`config.mk`:
```
export PLATFORM = sky130hd
export DESIGN_NAME = servo_pwm_multi
export DESIGN_NICKNAME = d
export VERILOG_FILES = /design/src/rtl/servo_pwm_pkg.sv /design/src/rtl/servo_pwm_channel.sv /design/src/rtl/servo_pwm_multi.sv
export SDC_FILE = /design/constraint.sdc
export NUM_CORES = 1
export LEC_CHECK = 0
export ABC_CLOCK_PERIOD_IN_PS = 4080
export BUFFER_PORTS_ARGS = -buffer_cell sky130_fd_sc_hd__buf_2
export CORE_MARGIN = 2
export CORE_UTILIZATION = 30
export DETAILED_ROUTE_END_ITERATION = 10
export HOLD_SLACK_MARGIN = 0.15
export PLACE_DENSITY = 0.56
export SLEW_MARGIN = 20
export SYNTH_ARGS = -nofsm -noshare
export SYNTH_HDL_FRONTEND = slang
export SYNTH_SLANG_ARGS = --single-unit
```
`constraint.sdc`:
```
create_clock -name clk -period 4.08 [get_ports clk]
set_input_delay 0.816 -clock clk [delete_from_list [all_inputs] [get_ports clk]]
set_output_delay 0.816 -clock clk [all_outputs]
set_load 0.005 [all_outputs]
```
`src/rtl/servo_pwm_pkg.sv`:
```
// Shared servo PWM constants and the pulse-width clamp, also used by the sequencer.
package servo_pwm_pkg;

    localparam int unsigned DEF_PERIOD_CYC = 1_000_000;
    localparam int unsigned DEF_MIN_CYC    = 100_000;
    localparam int unsigned DEF_MAX_CYC    = 200_000;

    // Zero keeps the channel off; any other request is forced into [lo, hi].
    function automatic logic [31:0] clamp_width(input logic [31:0] v,
                                                input logic [31:0] lo,
                                                input logic [31:0] hi);
        logic [31:0] r;
        r = v;
        if (v == '0)
            r = '0;
        else if (v < lo)
            r = lo;
        else if (v > hi)
            r = hi;
        return r;
    endfunction

endpackage

```
`src/rtl/servo_pwm_channel.sv`:
```
// One PWM channel: double-buffered width (shadow -> active) and registered compare.
module servo_pwm_channel
    import servo_pwm_pkg::*;
#(
    parameter int unsigned CNT_W   = 20,
    parameter int unsigned MIN_CYC = DEF_MIN_CYC,
    parameter int unsigned MAX_CYC = DEF_MAX_CYC
) (
    input  logic             clk,
    input  logic             clr_n,
    input  logic             en,
    input  logic             transfer,
    input  logic             wr_en,
    input  logic [CNT_W-1:0] wr_data,
    input  logic [CNT_W-1:0] count_nxt,
    output logic             pwm
);

    logic [CNT_W-1:0] shadow;
    logic [CNT_W-1:0] active;
    logic [CNT_W-1:0] active_nxt;
    logic [CNT_W-1:0] wr_clamped;

    always_comb begin
        wr_clamped = CNT_W'(clamp_width(32'(wr_data), 32'(MIN_CYC), 32'(MAX_CYC)));
        // Transfer reads the pre-write shadow, so a write on the wrap edge waits a frame.
        active_nxt = transfer ? shadow : active;
    end

    always_ff @(posedge clk or negedge clr_n) begin
        if (!clr_n) begin
            shadow <= '0;
            active <= '0;
            pwm    <= 1'b0;
        end else begin
            if (wr_en)
                shadow <= wr_clamped;
            active <= active_nxt;
            pwm    <= en & (count_nxt < active_nxt);
        end
    end

endmodule

```
`src/rtl/servo_pwm_multi.sv`:
```
// Multi-channel servo PWM: shared frame counter, write decode and per-channel generators.
module servo_pwm_multi
    import servo_pwm_pkg::*;
#(
    parameter int unsigned PERIOD_CYC = DEF_PERIOD_CYC,
    parameter int unsigned N_CH       = 4,
    parameter int unsigned MIN_CYC    = DEF_MIN_CYC,
    parameter int unsigned MAX_CYC    = DEF_MAX_CYC,
    localparam int unsigned CNT_W     = $clog2(PERIOD_CYC),
    localparam int unsigned CH_W      = (N_CH > 1) ? $clog2(N_CH) : 1
) (
    input  logic             clk,
    input  logic             clr_n,
    input  logic             en,
    input  logic             wr_en,
    input  logic [CH_W-1:0]  wr_ch,
    input  logic [CNT_W-1:0] wr_data,
    output logic             wr_err,
    output logic [N_CH-1:0]  pwm_out,
    output logic             frame_start,
    output logic [CNT_W-1:0] count
);

    localparam logic [CNT_W-1:0] LAST = CNT_W'(PERIOD_CYC - 1);
    localparam int unsigned CH_SPAN   = 1 << CH_W;

    logic             en_r;
    logic             wrap;
    logic             transfer;
    logic             wr_bad;
    logic [CNT_W-1:0] count_nxt;

    // Outputs are registered from next-state values so they line up with count.
    always_comb begin
        wrap      = (count == LAST);
        transfer  = ~en | wrap;
        count_nxt = '0;
        if (en && en_r && !wrap)
            count_nxt = count + CNT_W'(1);
    end

    generate
        if (N_CH < CH_SPAN) begin : g_range_chk
            assign wr_bad = (wr_ch >= CH_W'(N_CH));
        end else begin : g_no_range_chk
            assign wr_bad = 1'b0;
        end
    endgenerate

    always_ff @(posedge clk or negedge clr_n) begin
        if (!clr_n) begin
            count       <= '0;
            en_r        <= 1'b0;
            frame_start <= 1'b0;
            wr_err      <= 1'b0;
        end else begin
            count       <= count_nxt;
            en_r        <= en;
            frame_start <= en & (count_nxt == '0);
            wr_err      <= wr_en & wr_bad;
        end
    end

    generate
        for (genvar i = 0; i < N_CH; i++) begin : g_ch
            servo_pwm_channel #(
                .CNT_W   (CNT_W),
                .MIN_CYC (MIN_CYC),
                .MAX_CYC (MAX_CYC)
            ) u_ch (
                .clk       (clk),
                .clr_n     (clr_n),
                .en        (en),
                .transfer  (transfer),
                .wr_en     (wr_en && (wr_ch == CH_W'(i))),
                .wr_data   (wr_data),
                .count_nxt (count_nxt),
                .pwm       (pwm_out[i])
            );
        end
    endgenerate

endmodule

```
**Yosys cells after proc, flatten, opt, wreduce, memory -nomap -nowiden**

Index checks and enable logic that the tools add are counted.

- Register bits after elaboration: 186
- Input port bits: 26
- Logic and storage cells: 51
- Output and inout port bits: 26

- Mux-type cells: 8
- Eq/ne operators: 4
- Magnitude comparators: 6
- Reductions and logical operators: 10
- Bitwise logic cells: 7
- Add/subtract/negate cells: 1

Operator list:

| kind | count |
|---|---|
| 20-bit two-way mux | 8 |
| 20-bit less-than comparator | 4 |
| 20-bit logical NOT | 2 |
| 20-bit by 1-bit adder with 20-bit output (second input constant) | 1 |
| 20-bit == test (second input constant) | 1 |
| 20-bit by 18-bit greater-than comparator with 1-bit output (second input constant) | 1 |
| 20-bit by 17-bit less-than comparator with 1-bit output (second input constant) | 1 |
| 1-bit logical AND | 6 |
| 1-bit bitwise AND | 5 |
| 2-bit == test (second input constant) | 2 |
| 2-bit by 1-bit == test with 1-bit output (second input constant) | 1 |
| 2-bit logical NOT | 1 |
| 1-bit logical NOT | 1 |
| 1-bit inverter | 1 |
| 1-bit bitwise OR | 1 |

**Depth between registers and ports, before layout**

- Depth after elaboration: 6
- Gate-level depth with buffers: 19
- Gate-level depth less buffers: 15

**Modules after synthesis**

Synthesis repeated with hierarchy kept, for this count alone.

- Cells, all modules: 998
- Area, all modules: 10380.0 um^2

By module, submodules not included:

| module | area each (um^2) | times used | seq. area each (um^2) | cells an instance |
|---|---|---|---|---|
| servo_pwm_channel at g_ch[0].u_ch ... | 2307.2 | 2 | 1026.0 | 220 |
| servo_pwm_channel at g_ch[2].u_ch | 2205.9 | 1 | 1026.0 | 205 |
| servo_pwm_channel at g_ch[3].u_ch | 2197.1 | 1 | 1026.0 | 204 |
| servo_pwm_multi | 1362.6 | 1 | 550.5 | 149 |

**Worst setup path before layout**

OpenSTA, ideal clock, no wires.

- Path type: flip-flop to flip-flop
- From: reg count[0]
- To: reg g_ch[1].u_ch.pwm
- Setup time: 0.094 ns
- Data arrival time: 3.646 ns
- Stages on the path, launching flop included: 16
- Buffers on the path: 3
- Required time: 3.986 ns
- Period minus slack after synthesis: 3.740 ns
- Path slack: 0.340 ns
- Cell sequence: dfrtp_1 > ha_1 > or3b_1 > buf_6 > o211ai_4 > clkbuf_1 > clkbuf_1 > nor2_1 > ha_1 > a21o_1 > a21o_1 > a21oi_1 > nand2_1 > o32ai_1 > o41ai_2 > a221oi_2

- Word-level cells in the longest chain between the ends: 6
- Elaborated cells between the ends (all ways): 9
- Classes of those cells: add/sub (1); order compare (1); eq/ne (1); mux (2); bitwise (2); reduce/logical (2)

RTL lines:

| what | RTL line | text |
|---|---|---|
| from (decl) | servo_pwm_multi.sv:21 | `output logic [CNT_W-1:0] count` |
| from (signal assigned) | servo_pwm_multi.sv:57 | `count <= count_nxt;` |
| branches (longest 3 deep; another with 20-bit by 1-bit adder with 20-bit output) | - |  |
| 20-bit two-way mux (*) | servo_pwm_multi.sv:38 | `if (en && en_r && !wrap)` |
| via count_nxt[9] | servo_pwm_multi.sv:31 | `logic [CNT_W-1:0] count_nxt;` |
| 20-bit less-than comparator (*) | servo_pwm_channel.sv:39 | `pwm <= en & (count_nxt < active_nxt);` |
| 1-bit bitwise AND (*) | servo_pwm_channel.sv:39 |  |
| to (signal assigned) | servo_pwm_channel.sv:39 |  |
| to (decl) | servo_pwm_channel.sv:16 | `output logic pwm` |

Mark *: on every way through the listed nets, which the timed path passes.
A chain may end at the register's enable or synchronous reset.

**Worst setup path after layout**

- From: reg count[1]
- To: reg g_ch[3].u_ch.pwm

- Word-level cells in the longest chain between the ends: 6
- Elaborated cells between the ends (all ways): 9
- Classes of those cells: add/sub (1); order compare (1); eq/ne (1); mux (2); bitwise (2); reduce/logical (2)

RTL lines:

| what | RTL line |
|---|---|
| branches (longest 3 deep; another with 20-bit by 1-bit adder with 20-bit output) | - |
| 20-bit two-way mux (*) | servo_pwm_multi.sv:38 |
| via count_nxt[14] | servo_pwm_multi.sv:31 |
| 20-bit less-than comparator (*) | servo_pwm_channel.sv:39 |
| 1-bit bitwise AND (*) | servo_pwm_channel.sv:39 |
| to (signal assigned) | servo_pwm_channel.sv:39 |
| to (decl) | servo_pwm_channel.sv:16 |

Marked as above.

==> metrics <==
Routed WL 23600 um; commonest non-fill, non-tap cell in the layout dfrtp_1; Worst slew margin 47.0%; part of the total power dissipated in the clock network 39.3%; P_int about 3.3 mW; initial antenna violation count 1; Finished Cell Area 0.0108 sq mm; Reg2Reg Depth 15; kind of critical path reg2reg; Achievable Freq 267 MHz; number of remaining DRC errors 0; Worst VDD drop 0.292 mV; Final Hold Fails 0; nets 1081; cts bufs inserted 17; total die area 0.0325 sq mm; Die Span Y 180 um; Tcrit/Tclk final 91.7%; DIE WIDTH 180 um; Fill cells approximately 3.1k; Overall Power 4.46 mW; Pre-antenna DRT Iters 5; slew at the pin with the worst max-slew slack approximately 800 ps; Area Overhead vs Synth 16.3%; Cells after Synth 916; net switching share of the total power between 20% and 30%; status finished clean; combinational fraction of design power a little over an eighth; largest net degree at the start of global routing 79; # clock sinks 186; share of cells above drive strength 1 a little over an eighth; startpoint types register; area of the multi-input gates 0.00416 sq mm; unrepaired setup endpoints after global routing no; Syn. warnings 0; Syn Std Cell Area 0.00932 sq mm; Tightest Hold Check Type in2async; Hold Buf Count CTS 0; clock skew 9.38 ps; Wirelength per Cell 17.0 um; vias post-DR 6708; # setup viols final 0; Longest Clk Path Bufs 2; ANT cells 0; Port Buffer Count 50; Net Count, Synth 1013; first-pass GRT wire length about 37000 um; Synth Flop Type dfrtp_1; row count 64; WHS roughly 380 ps; RR Endpoint g_ch[3].u_ch.pwm; # IOs 52; FF-to-FF Start count[1]; Post-synth EDFFs 0; gpl congestion 0.818; leakage power 5.73 nW; power share of the sequential group 47.7%; Initial Util between 30% and 40%; core box area 0.0306 sq mm; sequential cell area between 0.004 and 0.005 sq mm; Vias/cell 4.83; Power Dens Cells roughly 410 mW/mm^2; MaxCap Viol Count 0; hpwl dp 17200 um; Critical Path AT ~4100 ps; fin. max-slew vios 0; vias in the first global route 6565; Mean Syn Cell Area 10.2 sq um; post-synthesis sequential area ratio about half; DR iter-0 viols 429; Post-DP Area 0.0101 sq mm; Worst Path Required 4420 ps; fin crit period 3740 ps; Final ANT Viol Nets 0; post-route setup TNS 0 ps; CTS tree yes; gr ovfl total 0; worst-skew pair later-pin latency 430 ps; R2R Setup Slk 340 ps; CP Capture Type register; H-tree lvl count 4; CTS root buf clkbuf_16; Clock transition at path regs 70 ps; most frequent cells in the layout dfrtp_1 (186), nand2_1 (152), o21ai_0 (92); Yosys cell types 65; asr flop ratio synth 100%; GRT Util Overall between 10% and 20%; net switching power figure around 1.2 mW; register bit total from synthesis about 190; Max FO, Critical Path 6
## registers in the layout (all words and copies together), names as in the netlist
signal            cells
g_ch.u_ch.active     80
g_ch.u_ch.shadow     80
count                20
g_ch.u_ch.pwm         4
en_r                  1
frame_start           1
## per-layer routing
layer | vias to the layer above | part of all wire [%] | track usage (%)
met4 | 2 | 1.3 | 4.29
li1 | 3272 | - | -
met5 | - | 0.055 | 0
met3 | 20 | 4.5 | 2.57
met2 | 145 | 40 | 20.0
met1 | 3269 | 54 | 23.1
## kinds of logic (layout without fill, tap and decap cells)
family / Yosys count / after routing / synth area share (%)
adder cells (fa/ha/maj): 75 / 75 / 9.97
buffers and inverters: 125 / 202 / 5.60
AO/OA/AOI/OAI: 173 / 174 / 11.8
flip-flops: 186 / 186 / 49.9
AND/OR/NAND/NOR: 265 / 265 / 13.1
XOR/XNOR: 24 / 24 / 2.26
other: 1 / 1 / 0.0402
multiplexers: 67 / 67 / 7.30
## final cells by class
type                    instances  share of cell area (%)
clock inverters                10                    1.56
repair buffers                 88                    5.37
well taps                     396                    4.57
clock buffers                  19                    4.18
flip-flops and latches        186                    43.0
inverters                      85                    2.94
multi-input cells             606                    38.4
## stage by stage
step                      std cells  utilization, %  worst slack, ps
after CTS                      1382            35.2             86.8
after detailed placement       1353            33.2              108
final                          1390            35.4              341
after floorplan                 916               -              340
after global placement         1353            33.2              103
after global routing           1390            35.4             47.0
## cell usage after synthesis, types with 3 or more instances
master	number	area, sq um
a221oi_1	3	26.3
a21oi_1	23	115
nand2_1	152	571
ha_1	71	888
buf_4	6	45.0
nand4_1	12	75.1
xor2_1	12	105
clkbuf_1	24	90.1
o211ai_1	3	22.5
maj3_1	3	30.0
or3_1	3	18.8
dfrtp_1	186	4650
nand3b_1	3	22.5
a311oi_1	3	26.3
nand3_1	9	45.0
o2111ai_1	4	35.0
inv_1	85	319
xnor2_1	12	105
a21o_1	14	105
a2111oi_0	4	35.0
nor2_1	32	120
or4_1	3	22.5
nor2b_1	5	31.3
nor4_1	3	18.8
nor3_1	11	55.1
o21ai_0	92	460
buf_6	3	33.8
and2_1	8	50.1
and3_1	6	37.5
mux2i_1	65	651
and4_1	5	43.8
buf_2	6	30.0
## worst max-delay path by stage
stage	startpoint	end	slack, ps	cells past startpoint
floorplan	count[0]	g_ch[1].u_ch.pwm	340	15
global placement	count[14]	g_ch[0].u_ch.pwm	100	13
detailed placement	count[1]	g_ch[0].u_ch.pwm	110	13
CTS	count[1]	g_ch[0].u_ch.pwm	90	13
global route	count[1]	g_ch[3].u_ch.pwm	50	15
finish	count[1]	g_ch[3].u_ch.pwm	340	15
## power groups by stage
stage / sequential [mW] / combinational, mW / clock [mW]
finish: 2.13 / 0.581 / 1.75
global route: 2.15 / 0.666 / 1.88
CTS: 2.13 / 0.581 / 1.79
detailed placement: 2.16 / 0.578 / 0
global placement: 2.16 / 0.567 / 0
floorplan: 2.12 / 0.379 / 0
## worst max-delay path, stage by stage (launching register included)
cell and delay [ps]:
dfrtp_1 420, ha_1 300, nand2_1 130, nor3_1 280, buf_4 180, nand3_1 110
xor2_1 170, nor2_1 510, ha_1 370, nand4_1 90, or2_2 130, nor3_1 50
a2111oi_0 330, o21ai_0 140, a211o_1 280, a41oi_1 170
## repair_timing
action | CTS | global route
setup buffers | 0 | 7
endpoints found under the setup margin | 0 | 2
resized for setup | 0 | 1
endpoints found under the hold margin | 0 | 0
Power figures use the tool's default switching activity.
